### src/rtl/refresh_scheduler_pkg.sv
// Shared defaults, Gray-code helpers and state encodings for the SDRAM refresh scheduler.
package refresh_scheduler_pkg;

  localparam int REFRESH_INTERVAL = 5;
  localparam int REFRESH_MAX_DEBT = 8;
  localparam int REFRESH_URGENT   = 6;
  localparam int REFRESH_DONE_W   = 4;

  // Widest Gray count the helpers handle; narrower counts are zero-extended.
  localparam int GRAY_MAX_W = 16;
  typedef logic [GRAY_MAX_W-1:0] gray_word_t;

  typedef enum logic {
    WARMUP = 1'b0,
    RUN    = 1'b1
  } sched_state_t;

  function automatic gray_word_t gray2bin(input gray_word_t g);
    gray_word_t b;
    b[GRAY_MAX_W-1] = g[GRAY_MAX_W-1];
    for (int i = GRAY_MAX_W - 2; i >= 0; i--) begin
      b[i] = b[i+1] ^ g[i];
    end
    return b;
  endfunction

  function automatic gray_word_t bin2gray(input gray_word_t b);
    return b ^ (b >> 1);
  endfunction

endpackage

### src/rtl/refresh_scheduler_if.sv
// Scheduler <-> SDRAM controller signal bundle; the controller is the master.
interface refresh_scheduler_if #(
  parameter int DONE_W = 4,
  parameter int DEBT_W = 4
);
  logic              enable;
  logic [DONE_W-1:0] done_gray;
  logic              refresh_req;
  logic              refresh_urgent;
  logic [DEBT_W-1:0] debt;
  logic              overflow;

  modport master (
    output enable, done_gray,
    input  refresh_req, refresh_urgent, debt, overflow
  );

  modport slave (
    input  enable, done_gray,
    output refresh_req, refresh_urgent, debt, overflow
  );
endinterface

### src/rtl/refresh_scheduler_gray_sync.sv
// Two-flop synchroniser for the CLK-domain Gray completion count, converted to binary in ECLK.
module gray_sync
  import refresh_scheduler_pkg::*;
#(
  parameter int DONE_W = REFRESH_DONE_W
) (
  input  logic              ECLK,
  input  logic              refreshreset,
  input  logic [DONE_W-1:0] done_gray,
  output logic [DONE_W-1:0] done_bin
);

  logic [DONE_W-1:0] sync_p0;
  logic [DONE_W-1:0] sync_p1;

  always_ff @(posedge ECLK or negedge refreshreset) begin
    if (!refreshreset) begin
      sync_p0 <= '0;
      sync_p1 <= '0;
    end else begin
      sync_p0 <= done_gray;
      sync_p1 <= sync_p0;
    end
  end

  // Only one bit moves per Gray step, so the settled word is always a valid count.
  assign done_bin = DONE_W'(gray2bin(gray_word_t'(sync_p1)));

endmodule

### src/rtl/refresh_scheduler.sv
// Refresh interval timer plus saturating refresh debt, retired by a synchronised completion count.
module refresh_scheduler
  import refresh_scheduler_pkg::*;
#(
  parameter int INTERVAL     = REFRESH_INTERVAL,
  parameter int MAX_DEBT     = REFRESH_MAX_DEBT,
  parameter int URGENT_LEVEL = REFRESH_URGENT,
  parameter int DONE_W       = REFRESH_DONE_W
) (
  input  logic               ECLK,
  input  logic               refreshreset,
  refresh_scheduler_if.slave bus
);

  localparam int DEBT_W = $clog2(MAX_DEBT + 1);
  localparam int TMR_W  = (INTERVAL > 1) ? $clog2(INTERVAL) : 1;
  localparam int SUM_W  = ((DEBT_W > DONE_W) ? DEBT_W : DONE_W) + 2;

  localparam logic [TMR_W-1:0]        TMR_RELOAD = TMR_W'(INTERVAL - 1);
  localparam logic [DEBT_W-1:0]       DEBT_MAX   = DEBT_W'(MAX_DEBT);
  localparam logic [DEBT_W-1:0]       DEBT_URG   = DEBT_W'(URGENT_LEVEL);
  localparam logic signed [SUM_W-1:0] SUM_MAX    = SUM_W'(MAX_DEBT);

  function automatic logic [DEBT_W-1:0] sat_debt(input logic signed [SUM_W-1:0] v);
    if (v < 0) begin
      return '0;
    end else if (v > SUM_MAX) begin
      return DEBT_MAX;
    end
    return v[DEBT_W-1:0];
  endfunction

  logic [TMR_W-1:0]        timer_q;
  logic                    tick;
  sched_state_t            state_q, state_d;
  logic [1:0]              warm_q, warm_d;
  logic                    credit_en;
  logic [DONE_W-1:0]       done_bin;
  logic [DONE_W-1:0]       last_bin_p1;
  logic [DONE_W-1:0]       delta;
  logic [DONE_W-1:0]       credit;
  logic signed [SUM_W-1:0] sum_p0;
  logic [DEBT_W-1:0]       debt_d;
  logic                    overflow_d;
  logic [DEBT_W-1:0]       debt_p1;
  logic                    req_p1, urgent_p1, overflow_p1;

  gray_sync #(.DONE_W(DONE_W)) u_gray_sync (
    .ECLK         (ECLK),
    .refreshreset (refreshreset),
    .done_gray    (bus.done_gray),
    .done_bin     (done_bin)
  );

  assign tick = bus.enable && (timer_q == '0);

  always_ff @(posedge ECLK or negedge refreshreset) begin
    if (!refreshreset) begin
      timer_q <= TMR_RELOAD;
    end else if (!bus.enable || timer_q == '0) begin
      timer_q <= TMR_RELOAD;
    end else begin
      timer_q <= timer_q - TMR_W'(1);
    end
  end

  always_ff @(posedge ECLK or negedge refreshreset) begin
    if (!refreshreset) begin
      state_q <= WARMUP;
      warm_q  <= '0;
    end else begin
      state_q <= state_d;
      warm_q  <= warm_d;
    end
  end

  // last_bin must capture a completely refilled synchroniser before credit is
  // taken, so WARMUP spans the two fill edges plus the edge that captures them.
  always_comb begin
    state_d   = state_q;
    warm_d    = warm_q;
    credit_en = 1'b0;
    case (state_q)
      WARMUP: begin
        if (warm_q == 2'd2) begin
          state_d = RUN;
        end else begin
          warm_d = warm_q + 2'd1;
        end
      end
      RUN:     credit_en = 1'b1;
      default: state_d   = WARMUP;
    endcase
  end

  // Modular subtraction absorbs wrap of the completion count.
  assign delta  = done_bin - last_bin_p1;
  assign credit = credit_en ? delta : '0;

  always_comb begin
    sum_p0     = $signed(SUM_W'(debt_p1)) + $signed(SUM_W'(tick)) - $signed(SUM_W'(credit));
    debt_d     = sat_debt(sum_p0);
    overflow_d = overflow_p1 || (sum_p0 > SUM_MAX);
  end

  // Stage p1: debt and its flags register together from the same next value.
  always_ff @(posedge ECLK or negedge refreshreset) begin
    if (!refreshreset) begin
      debt_p1     <= '0;
      req_p1      <= 1'b0;
      urgent_p1   <= 1'b0;
      overflow_p1 <= 1'b0;
      last_bin_p1 <= '0;
    end else begin
      debt_p1     <= debt_d;
      req_p1      <= (debt_d != '0);
      urgent_p1   <= (debt_d >= DEBT_URG);
      overflow_p1 <= overflow_d;
      last_bin_p1 <= done_bin;
    end
  end

  assign bus.debt           = debt_p1;
  assign bus.refresh_req    = req_p1;
  assign bus.refresh_urgent = urgent_p1;
  assign bus.overflow       = overflow_p1;

endmodule

### src/flat_wrapper.sv
// flat-port wrapper written by rule: the top's interface ports become plain ports
module refresh_scheduler_flat import refresh_scheduler_pkg::*;
#(
  parameter int INTERVAL     = REFRESH_INTERVAL,
  parameter int MAX_DEBT     = REFRESH_MAX_DEBT,
  parameter int URGENT_LEVEL = REFRESH_URGENT,
  parameter int DONE_W       = REFRESH_DONE_W
)
  (ECLK, refreshreset, bus_enable, bus_done_gray, bus_refresh_req, bus_refresh_urgent, bus_debt, bus_overflow);
  refresh_scheduler_if #(.DONE_W(DONE_W), .DEBT_W((4))) bus_i ();
  input  logic ECLK;
  input  logic refreshreset;
  input wire logic [$bits(bus_i.enable)-1:0] bus_enable;
  input wire logic [$bits(bus_i.done_gray)-1:0] bus_done_gray;
  output wire logic [$bits(bus_i.refresh_req)-1:0] bus_refresh_req;
  output wire logic [$bits(bus_i.refresh_urgent)-1:0] bus_refresh_urgent;
  output wire logic [$bits(bus_i.debt)-1:0] bus_debt;
  output wire logic [$bits(bus_i.overflow)-1:0] bus_overflow;
  assign bus_i.enable = bus_enable;
  assign bus_i.done_gray = bus_done_gray;
  assign bus_refresh_req = bus_i.refresh_req;
  assign bus_refresh_urgent = bus_i.refresh_urgent;
  assign bus_debt = bus_i.debt;
  assign bus_overflow = bus_i.overflow;
  refresh_scheduler #(.INTERVAL(INTERVAL), .MAX_DEBT(MAX_DEBT), .URGENT_LEVEL(URGENT_LEVEL), .DONE_W(DONE_W)) u_core (.ECLK(ECLK), .refreshreset(refreshreset), .bus(bus_i));
endmodule
### config.mk
export PLATFORM = sky130hd
export DESIGN_NAME = refresh_scheduler_flat
export DESIGN_NICKNAME = d
export VERILOG_FILES = /design/src/rtl/refresh_scheduler_pkg.sv /design/src/rtl/refresh_scheduler_if.sv /design/src/rtl/refresh_scheduler_gray_sync.sv /design/src/rtl/refresh_scheduler.sv /design/src/flat_wrapper.sv
export SDC_FILE = /design/constraint.sdc
export NUM_CORES = 1
export LEC_CHECK = 0
export CORE_MARGIN = 1.5
export CORE_UTILIZATION = 54
export CTS_CLUSTER_SIZE = 8
export DETAILED_ROUTE_END_ITERATION = 8
export PLACE_DENSITY = 0.77
export SYNTH_ARGS = -nofsm -noshare
export SYNTH_HDL_FRONTEND = slang
export SYNTH_SLANG_ARGS = --single-unit
### constraint.sdc
create_clock -name ECLK -period 5.1 [get_ports ECLK]
set_input_delay 0.51 -clock ECLK [delete_from_list [all_inputs] [get_ports ECLK]]
set_output_delay 0.51 -clock ECLK [all_outputs]
set_load 0.005 [all_outputs]
======== Word level (Yosys, flattened, before mapping) ========
Cells that the tools add are included.
Widths: inputs -> output; s select.
storage, ports and cells
  register bits after elaboration ......... 25
  output and inout bits ................... 7
  bits of input ports ..................... 7
  word-level logic and storage cells ...... 41
cells by class
  order comparisons ....................... 3
  bitwise logic cells ..................... 5
  reduce and logical (&&, ||, !) cells .... 7
  multiplexer cells ....................... 10
  eq/ne operators ......................... 1
  add/sub/neg operators ................... 5
operator list
  cell                 number
  $mux 4               4
  $gt 6x5->1 const B   1
  $lt 6x1->1 const B   1
  $sub 5x4->6          1
  $add 4x1->5          1
  $mux 1               5
  $ge 4x3->1 const B   1
  $reduce_bool 4->1    1
  $sub 4x4->4          1
  $logic_not 3->1      1
  $mux 3               1
  $sub 3x1->3 const B  1
  $xor 1x1->1          3
  $add 2x1->2 const B  1
  $eq 2x2->1 const B   1
  $logic_or 1x1->1     2
  $not 1->1            2
  $reduce_and 2->1     1
  $logic_and 1x1->1    1
  $logic_not 1->1      1

======== Longest topological paths before layout ========
Gate-level depths: netlist (run 1).
  depth after elaboration ................. 11
  mapped depth ............................ 15
  mapped depth without buffers ............ 15

======== Cells and area by module ========
A second synthesis (run 1) with hierarchy kept.
unflattened totals
  cell total of the unflattened synthesis .. 113
  area, all modules ....................... 1303.8 um^2
by module, submodules not included
  module             times used  cells an instance  area an instance (um^2)  seq. area each (um^2)
  refresh_scheduler  1           100                1053.5                   426.7
  gray_sync          1           13                 250.2                    200.2

======== Worst setup path after synthesis (run 1) ========
Ideal clock, no wire load.
  path kind ............................... register to register
  start ................................... register u_core.u_gray_sync.sync_p1[3]
  end ..................................... register u_core.overflow_p1 (netlist: u_core.bus.overflow)
  data required time ...................... 4.971 ns
  period minus slack after synthesis ...... 3.726 ns
  path slack .............................. 1.374 ns
  cell stages (with the launch flop) ...... 14
  library setup time ...................... 0.129 ns
  arrival ................................. 3.597 ns
  buffers on the path ..................... 0
  path through ............................ dfrtp_1 xor2_1 xnor2_1 xor2_1 ha_1 fa_1 nand2b_1 ha_1 fa_1 xor2_1 or3_1 nand3_1 o21ai_1 a2111o_1
on the way
  cells in the longest elaborated chain, start to end .. 8
ends and longest elaborated chain
  item                          RTL line                           RTL
  from (decl)                   refresh_scheduler_gray_sync.sv:14  logic [DONE_W-1:0] sync_p1;
  from (signal assigned)        refresh_scheduler_gray_sync.sv:22  sync_p1 <= sync_p0;
  $xor 1x1->1 (*)               refresh_scheduler_pkg.sv:22        b[i] = b[i+1] ^ g[i];
  named net u_core.done_bin[2]  refresh_scheduler.sv:38            logic [DONE_W-1:0] done_bin;
  $xor 1x1->1 (2 in a row)      refresh_scheduler_pkg.sv:22
  $sub 4x4->4 (*)               refresh_scheduler.sv:97            assign delta = done_bin - last_bin_p1;
  $mux 4 (*)                    refresh_scheduler.sv:98            assign credit = credit_en ? delta : '0;
  $sub 5x4->6 (*)               refresh_scheduler.sv:101           sum_p0 = $signed(SUM_W'(debt_p1)) + $signed(SUM_W'(tick)) - $signed(SUM_W'(credit));
  $gt 6x5->1 (*)                refresh_scheduler.sv:103           overflow_d = overflow_p1 || (sum_p0 > SUM_MAX);
  $logic_or 1x1->1 (*)          refresh_scheduler.sv:103
  named net u_core.overflow_d   refresh_scheduler.sv:44            logic overflow_d;
  to (signal assigned)          refresh_scheduler.sv:118           overflow_p1 <= overflow_d;
  to (decl)                     refresh_scheduler.sv:46            logic req_p1, urgent_p1, overflow_p1;
Mark *: on every way through the listed nets, which the timed path passes. The rest lies on a longest branch.
A chain may end at the register's enable or synchronous reset.

======== Worst setup path after layout (run 1) ========
Same ends and word-level chain as after synthesis.

==> impl.org, run 1 <==
** Run status
- The flow ran to the end, and the final reports show no timing, DRC or antenna violations.

** Worst setup path
- Most common cell on crit path :: sky130_fd_sc_hd__xor2_1
- Worst-path cell with the longest stage delay :: sky130_fd_sc_hd__fa_1
- In this run the number of cells on the critical path is 13.
- STA puts the critical path data arrival time at roughly 4.2 ns.
- The critical path goes through xor2_1 > xnor2_1 > xor2_1 > ha_1 > fa_1 > nand2b_1 > ha_1 > fa_1 > xor2_1 > or3_1 > nand3_1 > o21ai_1 > a2111o_1.
- At the worst endpoint, the required time is ~5.3 ns.
- Of all nets on the critical path, the largest fanout is 4.
- The most critical setup path has its startpoint at u_core.u_gray_sync.sync_p1[3].
- R2r endpoint :: u_core.bus.overflow
- The critical path ends at u_core.bus.overflow.
- Sort of element at the start of the critical path :: flip-flop
- STA classifies the critical path endpoint as a flip-flop.
- The worst register-to-register path has a setup slack of 1.10 ns.
- Count of cells along the worst register-to-register path :: 13
- Kind of cell with the highest combined delay on the critical path :: adder cells
- Launch instance of the worst register-to-register path :: u_core.u_gray_sync.sync_p1[3]
- Buf+Inv Stages, Crit Path :: 0
- In this design, the stage delay of the slowest critical-path cell is between 0.4 and 0.5 ns.
- CP Class :: flip-flop to flip-flop

** Final layout
- Cells with a size suffix above 1 make up 5.51% of the layout.
- 0 antenna diodes ended up in the layout.
- Finished Core Util :: between 60 and 70%
- Nets :: between 150 and 200
- Signed area change from the synthesized netlist to the final layout :: 15.0%
- The top cell types in the final layout, fill and taps aside, are sky130_fd_sc_hd__dfrtp_1 (24), sky130_fd_sc_hd__inv_1 (15), sky130_fd_sc_hd__ha_1 (14), sky130_fd_sc_hd__clkdlybuf4s50_1 (13), sky130_fd_sc_hd__a21oi_1 (6).
- Most common cell after layout, fill and taps aside :: sky130_fd_sc_hd__dfrtp_1
- The filler cells instantiated in the layout total 180.
- After routing the design area is 0.00146 sq mm.

** Power
- Switching part of the total power :: a little over a third
- The share of total power dissipated in combinational logic is around 46%.
- The internal power of the cells totals 370 uW.
- Post-layout total power :: between 500 and 600 uW
- Static power due to leakage :: between 0.0006 and 0.0007 uW
- The share of total power dissipated in sequential elements is between 30% and 40%.
- The worst-case IR drop observed on VDD is 0.292 mV.
- Clock network fraction of total power :: between 10% and 20%
- For this design the total switching power over the nets is 212 uW.
- Power per cell area :: between 300 and 400 mW/mm^2

** Floorplanning
- Starting Density :: a little under three fifths
- IO Pins :: 14
- DIE HEIGHT :: just over 50 um
- Number of core rows :: 17
- Horizontal die dimension :: 51.5 um
- CORE AREA :: about 0.0022 sq mm
- The die covers between 0.002 and 0.003 sq mm.

** Logic synthesis
- In this run the biggest area consumer among cell types represents roughly 47% of the synthesized area.
- The cell area that synthesis handed to floorplanning was around 0.0013 sq mm.
- sky130_fd_sc_hd__dfrtp_1 takes more of the synthesized area than any other cell.
- Synth warnings :: 0
- Mean instance size in the synthesized netlist :: around 12 sq um
- Synthesis inferred 25 register bits.
- Portion of the post-synthesis area used by sequential elements :: slightly below 50%
- The number of nets handed over by synthesis was roughly 130.
- Yosys mapped the design onto 31 distinct sky130hd cell types.
- Cells after Synth :: 110
- Sorting the synthesized cells by area gives the leading types as sky130_fd_sc_hd__dfrtp_1 (47%), sky130_fd_sc_hd__ha_1 (14%), sky130_fd_sc_hd__fa_1 (4.7%), sky130_fd_sc_hd__inv_1 (4.4%), sky130_fd_sc_hd__xnor2_1 (3.4%).

** Timing
- Worst hold slack :: between 0.3 and 0.4 ns
- Headroom to the max-slew limit :: a little under 30%
- Setup violations remaining at the end of the flow were counted as 0.
- Slew @ Worst Pin :: 1.06 ns
- RSZ-0062 raised after global routing :: false
- The number of pins with negative max-slew slack in the final report was 0.
- Period Utilization, post-route :: between 70% and 80%
- Subtracting the final worst setup slack from the clock period gives around 4 ns.
- Highest clock rate :: approximately 250 MHz
- Clock skew on the completed layout was measured at 0.0102 ns.
- Setup Total Neg Slack :: 0 ns
- The total count of hold-check failures in the final report was 0.

** Clock network
- Clock Sink Count :: 25
- Maximum level of the CTS H-tree :: 1
- After clock tree synthesis, the clock-pin slew on the worst setup and hold paths is 0.13 ns.
- The number of gates resized after CTS was 0.
- Number of buffers between clock root and the deepest sink :: 2
- For the worst-skew pair, the clock arrives at the later sink with an insertion delay of 0.30 ns.
- In this run, post-CTS hold repair placed 0 buffers.
- In this run the clock root is driven by a sky130_fd_sc_hd__clkbuf_4.
- CTS tree :: done
- Num CTS Buffers :: 3
- Post-CTS setup buffer count :: 0

** Placement
- The congestion estimate from routability-driven global placement came to 0.860.
- Placed standard-cell area :: 0.00144 sq mm
- Port buffering added 13 buffers.
- Placed wire-length estimate :: 1.66 mm

** Detailed routing
- Wirelength per Cell :: ~13 um
- Via/cell ratio :: roughly 5.2
- After detailed routing, the total wire length is 1.99 mm.
- Total iterations of the first detailed-routing run :: 4
- Total number of vias :: between 800 and 900
- For this block, the initial DRC count from the detailed router was 6.
- In this run the remaining antenna-violating nets after routing total 0.
- DRC :: 0

** Run
- Across the run, the number of max-cap violations was 0.

** Global routing
- The total overflow left after global routing is 0.
- Entering global routing, the biggest net connects 26 pins.
- The first global-routing pass estimated 3.73 mm of wire.
- GR Util All Layers :: about a fifth
- Number of global-route vias before repair :: 846
- The initial antenna violation count came to 0.

** Hold path
- In this run the worst hold path is classified as flip-flop to flip-flop.
==> how the worst min path moves through the flow <==
| stage | start | end | slack [ns] | cells past startpoint |
|---|---|---|---|---|
| 2_1_floorplan | refreshreset | u_core.bus.debt[0] | 0.21 | 0 |
| 3_3_place_gp | u_core.u_gray_sync.sync_p0[0] | u_core.u_gray_sync.sync_p1[0] | 0.33 | 0 |
| 3_5_place_dp | u_core.u_gray_sync.sync_p0[1] | u_core.u_gray_sync.sync_p1[1] | 0.34 | 0 |
| 4_1_cts | u_core.u_gray_sync.sync_p0[1] | u_core.u_gray_sync.sync_p1[1] | 0.36 | 0 |
| 5_1_grt | u_core.u_gray_sync.sync_p0[1] | u_core.u_gray_sync.sync_p1[1] | 0.38 | 0 |
| 6_report | u_core.u_gray_sync.sync_p0[1] | u_core.u_gray_sync.sync_p1[1] | 0.36 | 0 |
==> kinds of logic after synthesis <==
| logic type | share of synthesized area [%] |
|---|---|
| flip-flops | 49.3 |
| XOR/XNOR | 5.51 |
| adder cells (fa/ha/maj) | 18.5 |
| AO/OA/AOI/OAI | 8.75 |
| AND/OR/NAND/NOR | 12.7 |
| buffers and inverters | 4.42 |
| multiplexers | 0.885 |
==> worst register-to-register path, cell delays in order (launching register included) <==
cell and delay [ns]:
sky130_fd_sc_hd__dfrtp_1 0.44, sky130_fd_sc_hd__xor2_1 0.30, sky130_fd_sc_hd__xnor2_1 0.25, sky130_fd_sc_hd__xor2_1 0.24, sky130_fd_sc_hd__ha_1 0.22, sky130_fd_sc_hd__fa_1 0.41
sky130_fd_sc_hd__nand2b_1 0.16, sky130_fd_sc_hd__ha_1 0.32, sky130_fd_sc_hd__fa_1 0.47, sky130_fd_sc_hd__xor2_1 0.18, sky130_fd_sc_hd__or3_1 0.33, sky130_fd_sc_hd__nand3_1 0.10
sky130_fd_sc_hd__o21ai_1 0.06, sky130_fd_sc_hd__a2111o_1 0.40
==> cells in the mapped netlist (all sizes together) <==
master,instances
nor2b,1
ha,14
xor2,3
o21bai,1
or3,1
mux2,1
dfrtp,24
and3,1
a21o,2
nor4b,1
nand3,1
a21oi,6
nor2,5
xnor2,5
or2,1
o21ai,3
nor3,4
and2,4
o22ai,1
o2bb2ai,1
dfstp,1
a31o,1
nand2b,2
a2111o,1
nor3b,1
fa,3
inv,15
a211o,1
nand2,5
==> registers in the layout, indices dropped and copies added, names as in the netlist <==
name and flops:
u_core.bus.debt 4, u_core.bus.overflow 1, u_core.bus.refresh_req 1, u_core.bus.refresh_urgent 1, u_core.last_bin_p1 4, u_core.state_q 1
u_core.timer_q 3, u_core.u_gray_sync.sync_p0 4, u_core.u_gray_sync.sync_p1 4, u_core.warm_q 2
==> area by class of cell <==
class	instances	area (sq um)	share of cell area, %
clock buffer	4	26.3	1.79
inverter	15	56.3	3.85
multi-input combinational	70	589	40.3
sequential	25	627	42.8
tap	28	35.0	2.39
timing repair buffer	13	130	8.89
==> layer usage <==
metal | GRT usage, % | routed length, um
met1 | 25.8 | 901
met2 | 31.4 | 1020
met3 | 2.87 | 54
met4 | 8.77 | 17
met5 | 0 | 0
==> through the flow <==
step,worst slack (ns),cells
finish,1.10,155
floorplan,1.37,110
detailed placement,1.12,151
CTS,1.08,155
global placement,1.25,151
global route,0.840,155
==> power by group through the flow <==
stage	logic, uW	registers [uW]	clock network (uW)
final	267	232	82.9
after floorplan	196	235	0
after CTS	270	233	86.8
after detailed placement	268	237	0
after global placement	255	235	0
after global routing	309	235	98.2
No activity file was read; power rests on OpenSTA's default activity.
==> run 2: changes to the inputs <==
==> constraint.sdc (replaced) <==
create_clock -name ECLK -period 3.85 [get_ports ECLK]
set_input_delay 0.385 -clock ECLK [delete_from_list [all_inputs] [get_ports ECLK]]
set_output_delay 0.385 -clock ECLK [all_outputs]
set_load 0.005 [all_outputs]
==> run 2 against run 1 <==
Setup slack worse by 0.90 ns. Final area up 5.1%. Clock-buffer cell count down 1. Critical endpoint unchanged. Largest cell class is now multi-input combinational cells.
==> impl.org, run 2 (synthesis gave the netlist of run 1 again) <==
** Global routing
- The first global-routing pass estimated ~3.3 mm of wire.
- The initial antenna violation count was 0.
- Pin count of the biggest net entering global routing :: 26
- The number of global-route vias before repair is between 700 and 800.
- After global routing the overflow that remains totals 0.
- In the global route stage, overall resource usage came out at between 10% and 20%.

** Detailed routing
- Via/cell ratio :: between 5 and 6
- Total number of vias :: about 810
- Count of routing violations after the opening detailed-route iteration :: 7
- The pre-antenna-repair detailed-routing pass consisted of 4 iterations.
- The detail route stage leaves a number of antenna-violating nets equal to 0.
- The final layout contains routed wiring with a total length of 1.93 mm.
- Wirelength per Cell :: approximately 12 um
- DRC :: 0

** Final layout
- The final layout contains ~160 nets.
- Post-route non-filler standard cell count :: around 160
- Diodes inserted :: 0
- Most common cell after layout, fill and taps aside :: sky130_fd_sc_hd__dfrtp_1
- In the final layout, the share of cells above drive strength 1 is ~15%.
- Non-Filler Cell Area, Final :: 0.00154 sq mm
- In the layout the commonest cells are sky130_fd_sc_hd__dfrtp_1 (24), sky130_fd_sc_hd__inv_1 (15), sky130_fd_sc_hd__clkdlybuf4s50_1 (13), sky130_fd_sc_hd__ha_1 (12).
- Compared with the post-synthesis result, the final layout area differs by 20.9%.

** Timing
- Once routing completed, OpenROAD measured the worst setup slack at roughly 0.19 ns.
- The total count of hold-check failures in the final report is 0.
- Post-layout minimum cycle time :: 3.66 ns
- Final Setup Violations :: 0
- Between clock sinks in the finished design, the worst skew comes to approximately 0.0089 ns.
- Fin. max-slew vios :: 0
- Setup Total Neg Slack :: 0 ns
- In the finished design, the share of the clock period the worst path needs comes to 95.0%.
- Headroom to the max-slew limit :: ~30%
- Highest clock rate :: roughly 270 MHz
- Slew @ Worst Pin :: between 1 and 1.5 ns

** Worst setup path
- Endpoint class of the critical path :: flip-flop
- Data on the critical path arrives at its endpoint at just under 4 ns.
- Launch instance of the worst register-to-register path :: u_core.u_gray_sync.sync_p1[2]
- CP Class :: flip-flop to flip-flop
- The critical path starts at u_core.u_gray_sync.sync_p1[2].
- Along the worst path, the maximum fanout reaches 4.
- The worst setup path is launched from a flip-flop.
- For the worst setup path, the data required time is roughly 4 ns.

** Floorplanning
- The die is between 50 and 60 um tall.
- Horizontal die dimension :: roughly 52 um
- IO Pins :: 14
- Number of core rows :: 17
- Die Outline Area :: 0.00266 sq mm
- CORE AREA :: ~0.0022 sq mm
- Starting Density :: a little under three fifths

** Clock network
- For this design, the CTS-stage hold fixing added 0 buffers.
- Clock root cell :: sky130_fd_sc_hd__clkbuf_4
- CTS tree :: done
- Post-CTS clock slew at the launch and capture registers of the worst setup and hold paths :: approximately 0.14 ns
- Clock insertion delay at the later pin of the skew report :: 0.31 ns
- Clock Sink Count :: 25
- Counting along the longest clock path gives a buffer depth of 2.
- The number of clock buffers added by TritonCTS is 3.
- Maximum level of the CTS H-tree :: 1

** Placement
- RePlAce Congestion :: around 0.85
- Placed standard-cell area :: between 0.001 and 0.0015 sq mm
- Setup WS pre-CTS :: slightly below 0.02 ns
- Cell total after placement :: 153
- Count of input and output buffers :: 13
- Placed wire-length estimate :: ~1.5 mm

** Power
- Per report_power, the sequential group accounts for a little under two fifths of the total.
- Switching component of the power :: 297 uW
- Summed over all cells, the static leakage comes to 0.000717 uW.
- Cell-internal power :: between 500 and 600 uW
- Switching part of the total power :: 36.8%
- The clock network burns around 14% of the power.
- IR analysis of the VDD net gives a maximum drop of ~0.38 mV.
- In this run, the combinational gates consume between 40% and 50% of the power.
- Power per cell area :: approximately 520 mW/mm^2

** Hold path
- Tightest Hold Check Type :: flip-flop to flip-flop
- Hold Startpoint :: u_core.u_gray_sync.sync_p0[3]

** Run status
- The run finished with clean final reports.

** Run
- The tool flagged a number of max-cap violations equal to 0.
==> run 2: cell types whose count changed in the layout (fill, tap and decap cells not counted), sizes merged <==
cell    previous run  this run
clkinv             0         1
clkbuf             4         3
buf                0         4
==> run 2: layout make-up <==
cell class	count	area [sq um]
tap	28	35.0
sequential	25	627
fill	177	673
clock inverter	1	5.00
inverter	15	56.3
multi-input combinational	70	633
timing repair buffer	17	160
clock buffer	3	22.5
==> run 2: final timing paths <==
| path | endpoint | slack, ns | cells past startpoint |
|---|---|---|---|
| min | u_core.u_gray_sync.sync_p1[3] | 0.36 | 0 |
| min reg2reg | u_core.u_gray_sync.sync_p1[3] | 0.36 | 0 |
| min in group asynchronous | u_core.timer_q[0] | 0.62 | 1 |
| max reg2reg | u_core.bus.overflow | 0.19 | 13 |
| max in group asynchronous | u_core.u_gray_sync.sync_p1[3] | 2.59 | 1 |
| max | u_core.bus.overflow | 0.19 | 13 |
==> run 2: what timing repair did <==
action                                 CTS  global route
setup endpoints to repair                0             7
resized for setup                        0             8
buffers inserted                         0             2
endpoints found under the hold margin    0             0
==> run 2: layer usage <==
metal  track usage, %  vias to the layer above  wire [um]  part of all wire, %
met5                0                        -          0                    0
met4             7.89                        0         12                 0.62
met3             1.72                        2         51                  2.6
met2             26.5                       13        986                   51
met1             25.4                      394        883                   46
li1                 -                      404          -                    -
==> run 2: worst max-delay path, cell delays in order, from the launching register on <==
cell	delay, ns
sky130_fd_sc_hd__dfrtp_1	0.42
sky130_fd_sc_hd__xor2_2	0.22
sky130_fd_sc_hd__xnor2_2	0.15
sky130_fd_sc_hd__xor2_1	0.24
sky130_fd_sc_hd__ha_2	0.23
sky130_fd_sc_hd__fa_1	0.40
sky130_fd_sc_hd__nand2b_1	0.18
sky130_fd_sc_hd__ha_4	0.23
sky130_fd_sc_hd__fa_2	0.39
sky130_fd_sc_hd__xor2_1	0.19
sky130_fd_sc_hd__or3_1	0.34
sky130_fd_sc_hd__nand3_1	0.09
sky130_fd_sc_hd__o21ai_1	0.06
sky130_fd_sc_hd__a2111o_1	0.41
==> run 2: power by group through the flow <==
stage / Clock (uW) / Combinational (uW) / Sequential [uW]
2_1_floorplan: 0 / 260 / 311
3_3_place_gp: 0 / 340 / 312
3_5_place_dp: 0 / 354 / 313
4_1_cts: 116 / 356 / 308
5_1_grt: 127 / 437 / 312
6_report: 114 / 385 / 308
==> run 2: per-stage QoR <==
| step | utilization (%) | total power, uW | hold slack, ns |
|---|---|---|---|
| 2_1_floorplan | - | 571 | 0.0894 |
| 3_3_place_gp | 65.7 | 651 | 0.331 |
| 3_5_place_dp | 65.7 | 668 | 0.335 |
| 4_1_cts | 66.9 | 780 | 0.365 |
| 5_1_grt | 69.6 | 876 | 0.369 |
| 6_report | 69.6 | 807 | 0.363 |
==> run 3: changes to the inputs <==
--- a/config.mk
+++ b/config.mk
@@ -5,11 +5,14 @@
 export SDC_FILE = /design/constraint.sdc
 export NUM_CORES = 1
 export LEC_CHECK = 0
+export ABC_AREA = 1
+export CAP_MARGIN = 40
 export CORE_MARGIN = 1.5
-export CORE_UTILIZATION = 54
+export CORE_UTILIZATION = 57
+export CTS_BUF_LIST = sky130_fd_sc_hd__clkbuf_8
 export CTS_CLUSTER_SIZE = 8
 export DETAILED_ROUTE_END_ITERATION = 8
-export PLACE_DENSITY = 0.77
+export PLACE_DENSITY = 0.81
 export SYNTH_ARGS = -nofsm -noshare
 export SYNTH_HDL_FRONTEND = slang
 export SYNTH_SLANG_ARGS = --single-unit
==> run 3 against run 2 <==
Largest power group unchanged. Critical endpoint is now u_core.bus.refresh_req. Final area is 0.57% higher. Largest cell class is now registers. Combinational power is 1% higher. Synthesized cell count up 16%. Synthesized area up 0.20%. Sequential share of layout area shrank 0.23 points. Die area fell by 4.8%. Register-to-register slack better by 0.05 ns. Worst hold slack lost 0.0057 ns.
==> impl.org, run 3 <==
** Timing
- Final setup skew :: ~0.0012 ns
- In the finished design, the share of the clock period the worst path needs comes to between 90% and 100%.
- Post-layout minimum cycle time :: approximately 3.6 ns
- Final Setup Violations :: 0
- In this run the tightest slew margin relative to its limit is between 70% and 80%.
- Worst hold slack :: between 0.3 and 0.4 ns
- Highest clock rate :: 277 MHz
- Slew @ Worst Pin :: roughly 0.44 ns
- The total count of hold-check failures in the final report came to 0.
- The number of pins with negative max-slew slack in the final report is 0.

** Hold path
- Hold Startpoint :: u_core.u_gray_sync.sync_p0[2]
- Tightest Hold Check Type :: flip-flop to flip-flop
- The worst hold path passes through 0 cells.
- Hold Path End :: u_core.u_gray_sync.sync_p1[2]

** Worst setup path
- STA classifies the critical path endpoint as a flip-flop.
- Worst EP arrival :: ~3.8 ns
- Launch instance of the worst register-to-register path :: u_core.u_gray_sync.sync_p1[2]
- In this design, the stage delay of the slowest critical-path cell is 0.45 ns.
- CP Class :: flip-flop to flip-flop
- R2r endpoint :: u_core.bus.refresh_req
- Highest fanout seen on the critical path :: 3
- CP required :: approximately 4.0 ns
- The setup check on the worst reg-to-reg path leaves a slack of ~0.25 ns.
- The worst setup path is launched from a flip-flop.
- In this design, the critical path's most frequently occurring cell is sky130_fd_sc_hd__nand2_1.
- Worst-path cell with the longest stage delay :: sky130_fd_sc_hd__fa_1
- The worst register-to-register path has a depth of 16.
- Walking the worst path, the cells encountered are xor2_2 > xor2_2 > nand2_1 > nand2_2 > inv_2 > ha_1 > fa_1 > or2_2 > ha_1 > fa_2 > nand3_1 > nand3_1 > nand2_1 > nand2_1 > o21ai_0 > inv_1.

** Floorplanning
- CORE AREA :: between 0.002 and 0.0025 sq mm
- For this configuration, the core starts out at a cell density of 62.4%.
- From bottom edge to top edge, the die measures about 50 um.
- Number of core rows :: 16
- IO Pins :: 14
- Die Outline Area :: 0.00253 sq mm
- Horizontal die dimension :: 50.3 um

** Placement
- Buffers placed on the I/O ports in this run total 13.
- Placed wire-length estimate :: ~1.6 mm
- After detailed placement, the total cell area comes to about 0.0015 sq mm.
- At the end of routability-driven placement, the weighted congestion stood at about 0.80.
- Cell total after placement :: approximately 170

** Logic synthesis
- Portion of the post-synthesis area used by sequential elements :: about half
- Yosys printed 0 warnings.
- Yosys instantiated no cell more often than sky130_fd_sc_hd__inv_1.
- Cell area after technology mapping :: about 0.0013 sq mm
- Synthesized netlist net count :: between 150 and 200
- Sorting the synthesized cells by area gives the leading types as sky130_fd_sc_hd__dfrtp_1 (47%), sky130_fd_sc_hd__ha_1 (14%), sky130_fd_sc_hd__inv_1 (7.4%), sky130_fd_sc_hd__nand2_1 (6.5%), sky130_fd_sc_hd__fa_1 (4.7%).
- Commonest cells post-synth :: sky130_fd_sc_hd__inv_1 (25), sky130_fd_sc_hd__dfrtp_1 (24), sky130_fd_sc_hd__nand2_1 (22)
- The number of different library cells used by synthesis comes to 19.
- Post-synth top area cell :: sky130_fd_sc_hd__dfrtp_1
- Cells after Synth :: between 100 and 150
- The top cell type by area accounts for between 40 and 50% of the synthesized area.
- In the synthesized netlist the async set-or-reset flop fraction comes to 100%.
- The average instance in the mapped netlist occupies between 9 and 10 sq um.
- In this run, synthesis produced a sequential element count of 25.
- Among all flip-flop cells after synthesis, the most frequent one is sky130_fd_sc_hd__dfrtp_1.
- In this run, synthesis inferred 0 flip-flops with an integrated enable.

** Clock network
- Clock tree synthesis selected as its root buffer the cell sky130_fd_sc_hd__clkbuf_8.
- Clock tree synthesis inserted a total of 3 buffers.
- # hold bufs at CTS :: 0
- The clock passes through at most 2 buffers.
- CTS tree :: done
- CTS saw 25 sinks.
- Clock insertion delay at the later pin of the skew report :: ~0.26 ns
- Post-CTS clock slew at the launch and capture registers of the worst setup and hold paths :: ~0.09 ns
- In this run the number of H-tree levels came out at 1.

** Power
- Static power due to leakage :: between 0.0008 and 0.0009 uW
- Maximum resistive drop on vdd :: ~0.48 mV
- Dividing total power by cell area gives a power density of ~560 mW/mm^2.

** Final layout
- Cells with a size suffix above 1 make up between 10% and 20% of the layout.
- Leaving out filler cells and counting taps, the final layout contains around 180.
- From synthesis to final layout, the design area changed by 21.4%.
- 0 antenna diodes ended up in the layout.
- For this run, the share of the core covered by cells in the final layout is between 70% and 80%.
- The library cell used most frequently in the layout, excluding fill and tap cells, is sky130_fd_sc_hd__inv_1.
- Nets :: ~170
- Leaving out fill and tap cells, the most frequent cells in the layout are sky130_fd_sc_hd__inv_1 (25), sky130_fd_sc_hd__dfrtp_1 (24), sky130_fd_sc_hd__nand2_1 (22), sky130_fd_sc_hd__ha_1 (14), sky130_fd_sc_hd__clkdlybuf4s50_1 (13).
- After routing the design area is 0.00155 sq mm.
- Filler cells :: 150

** Detailed routing
- DRC :: 0
- The detailed router finished its first iteration with 15 violations.
- Total iterations of the first detailed-routing run :: 4
- DRT Wirelength :: between 2 and 2.5 mm
- Detailed routing inserted a total of between 800 and 900 vias.
- Via/cell ratio :: roughly 4.8
- The detail route stage leaves a number of antenna-violating nets equal to 0.
- Wirelength per Cell :: between 10 and 15 um

** Global routing
- Global-route wire length before repair :: between 3 and 4 mm
- Global routing used 18.6% of the available tracks.
- Entering global routing, the biggest net connects 20 pins.
- The initial antenna violation count is 0.
- Congestion Overflow GR :: 0
- Number of global-route vias before repair :: around 830

** Run status
- The flow ran to the end, and the final reports show no timing, DRC or antenna violations.

** Run
- MaxCap Viol Count :: 0
[run 3: cell families after synthesis]
kind of cell	count (synthesis)	synth area share (%)
DFF	25	49.2
buffers and inverters	27	7.95
adders and majority gates	17	18.4
and+or+nand+nor	44	14.8
xor gates and xnor gates	8	6.67
AOI/OAI and AO/OA	7	2.94
[run 3: final cells by class]
| class | instances | area (sq um) | share of cell area (%) |
|---|---|---|---|
| flip-flops and latches | 25 | 627 | 40.5 |
| well taps | 27 | 33.8 | 2.18 |
| repair buffers | 17 | 180 | 11.6 |
| inverters | 27 | 101 | 6.55 |
| clock buffers | 3 | 41.3 | 2.67 |
| clock inverters | 1 | 7.51 | 0.485 |
| multi-input cells | 76 | 557 | 36.0 |
[run 3: how the worst max path moves through the flow]
stage | start | endpoint | slack [ns] | depth (start not counted)
floorplan | u_core.u_gray_sync.sync_p1[3] | u_core.bus.debt[0] | 0.46 | 15
global placement | u_core.u_gray_sync.sync_p1[3] | u_core.bus.debt[0] | 0.32 | 15
detailed placement | u_core.u_gray_sync.sync_p1[3] | u_core.bus.debt[1] | 0.13 | 15
CTS | u_core.u_gray_sync.sync_p1[3] | u_core.bus.debt[0] | 0.07 | 15
global route | u_core.u_gray_sync.sync_p1[3] | u_core.bus.refresh_req | -0.009 | 17
finish | u_core.u_gray_sync.sync_p1[2] | u_core.bus.refresh_req | 0.25 | 16
[run 3: routing by layer]
| layer | GRT usage (%) | vias to the layer above | part of all wire, % |
|---|---|---|---|
| met5 | 0 | - | 0 |
| met1 | 25.4 | 401 | 45 |
| met4 | 6.76 | 0 | 0.79 |
| met2 | 31.1 | 14 | 52 |
| met3 | 1.79 | 2 | 2.1 |
| li1 | - | 428 | - |
[run 3: critical path: cells and delay by family (launching register included)]
kind            cells  cell delay [ns]
simple gates        7             0.92
buf+inv             2             0.10
compound gates      1             0.17
flops               1             0.41
xor+xnor            2             0.48
fa+ha+maj           4             1.42
[run 3: repair_timing]
| item | in CTS | in global routing |
|---|---|---|
| endpoints found under the hold margin | 0 | 0 |
| setup buffers | 0 | 3 |
| setup endpoints to repair | 0 | 7 |
| gates resized for setup | 0 | 2 |
[run 3: report_power, final]
group | internal, uW | switching (uW) | leakage, uW
clock | 73.2 | 80.9 | 0.0000217
sequential | 300 | 18.3 | 0.000299
combinational | 170 | 219 | 0.000493
total | 543 | 318 | 0.000813
[run 3: stage by stage]
stage	power [uW]	setup TNS [ns]	setup WS [ns]
3_5_place_dp	682	0	0.133
3_3_place_gp	661	0	0.319
4_1_cts	846	0	0.0708
2_1_floorplan	583	0	0.465
6_report	862	0	0.245
5_1_grt	932	-0.00872	-0.00872
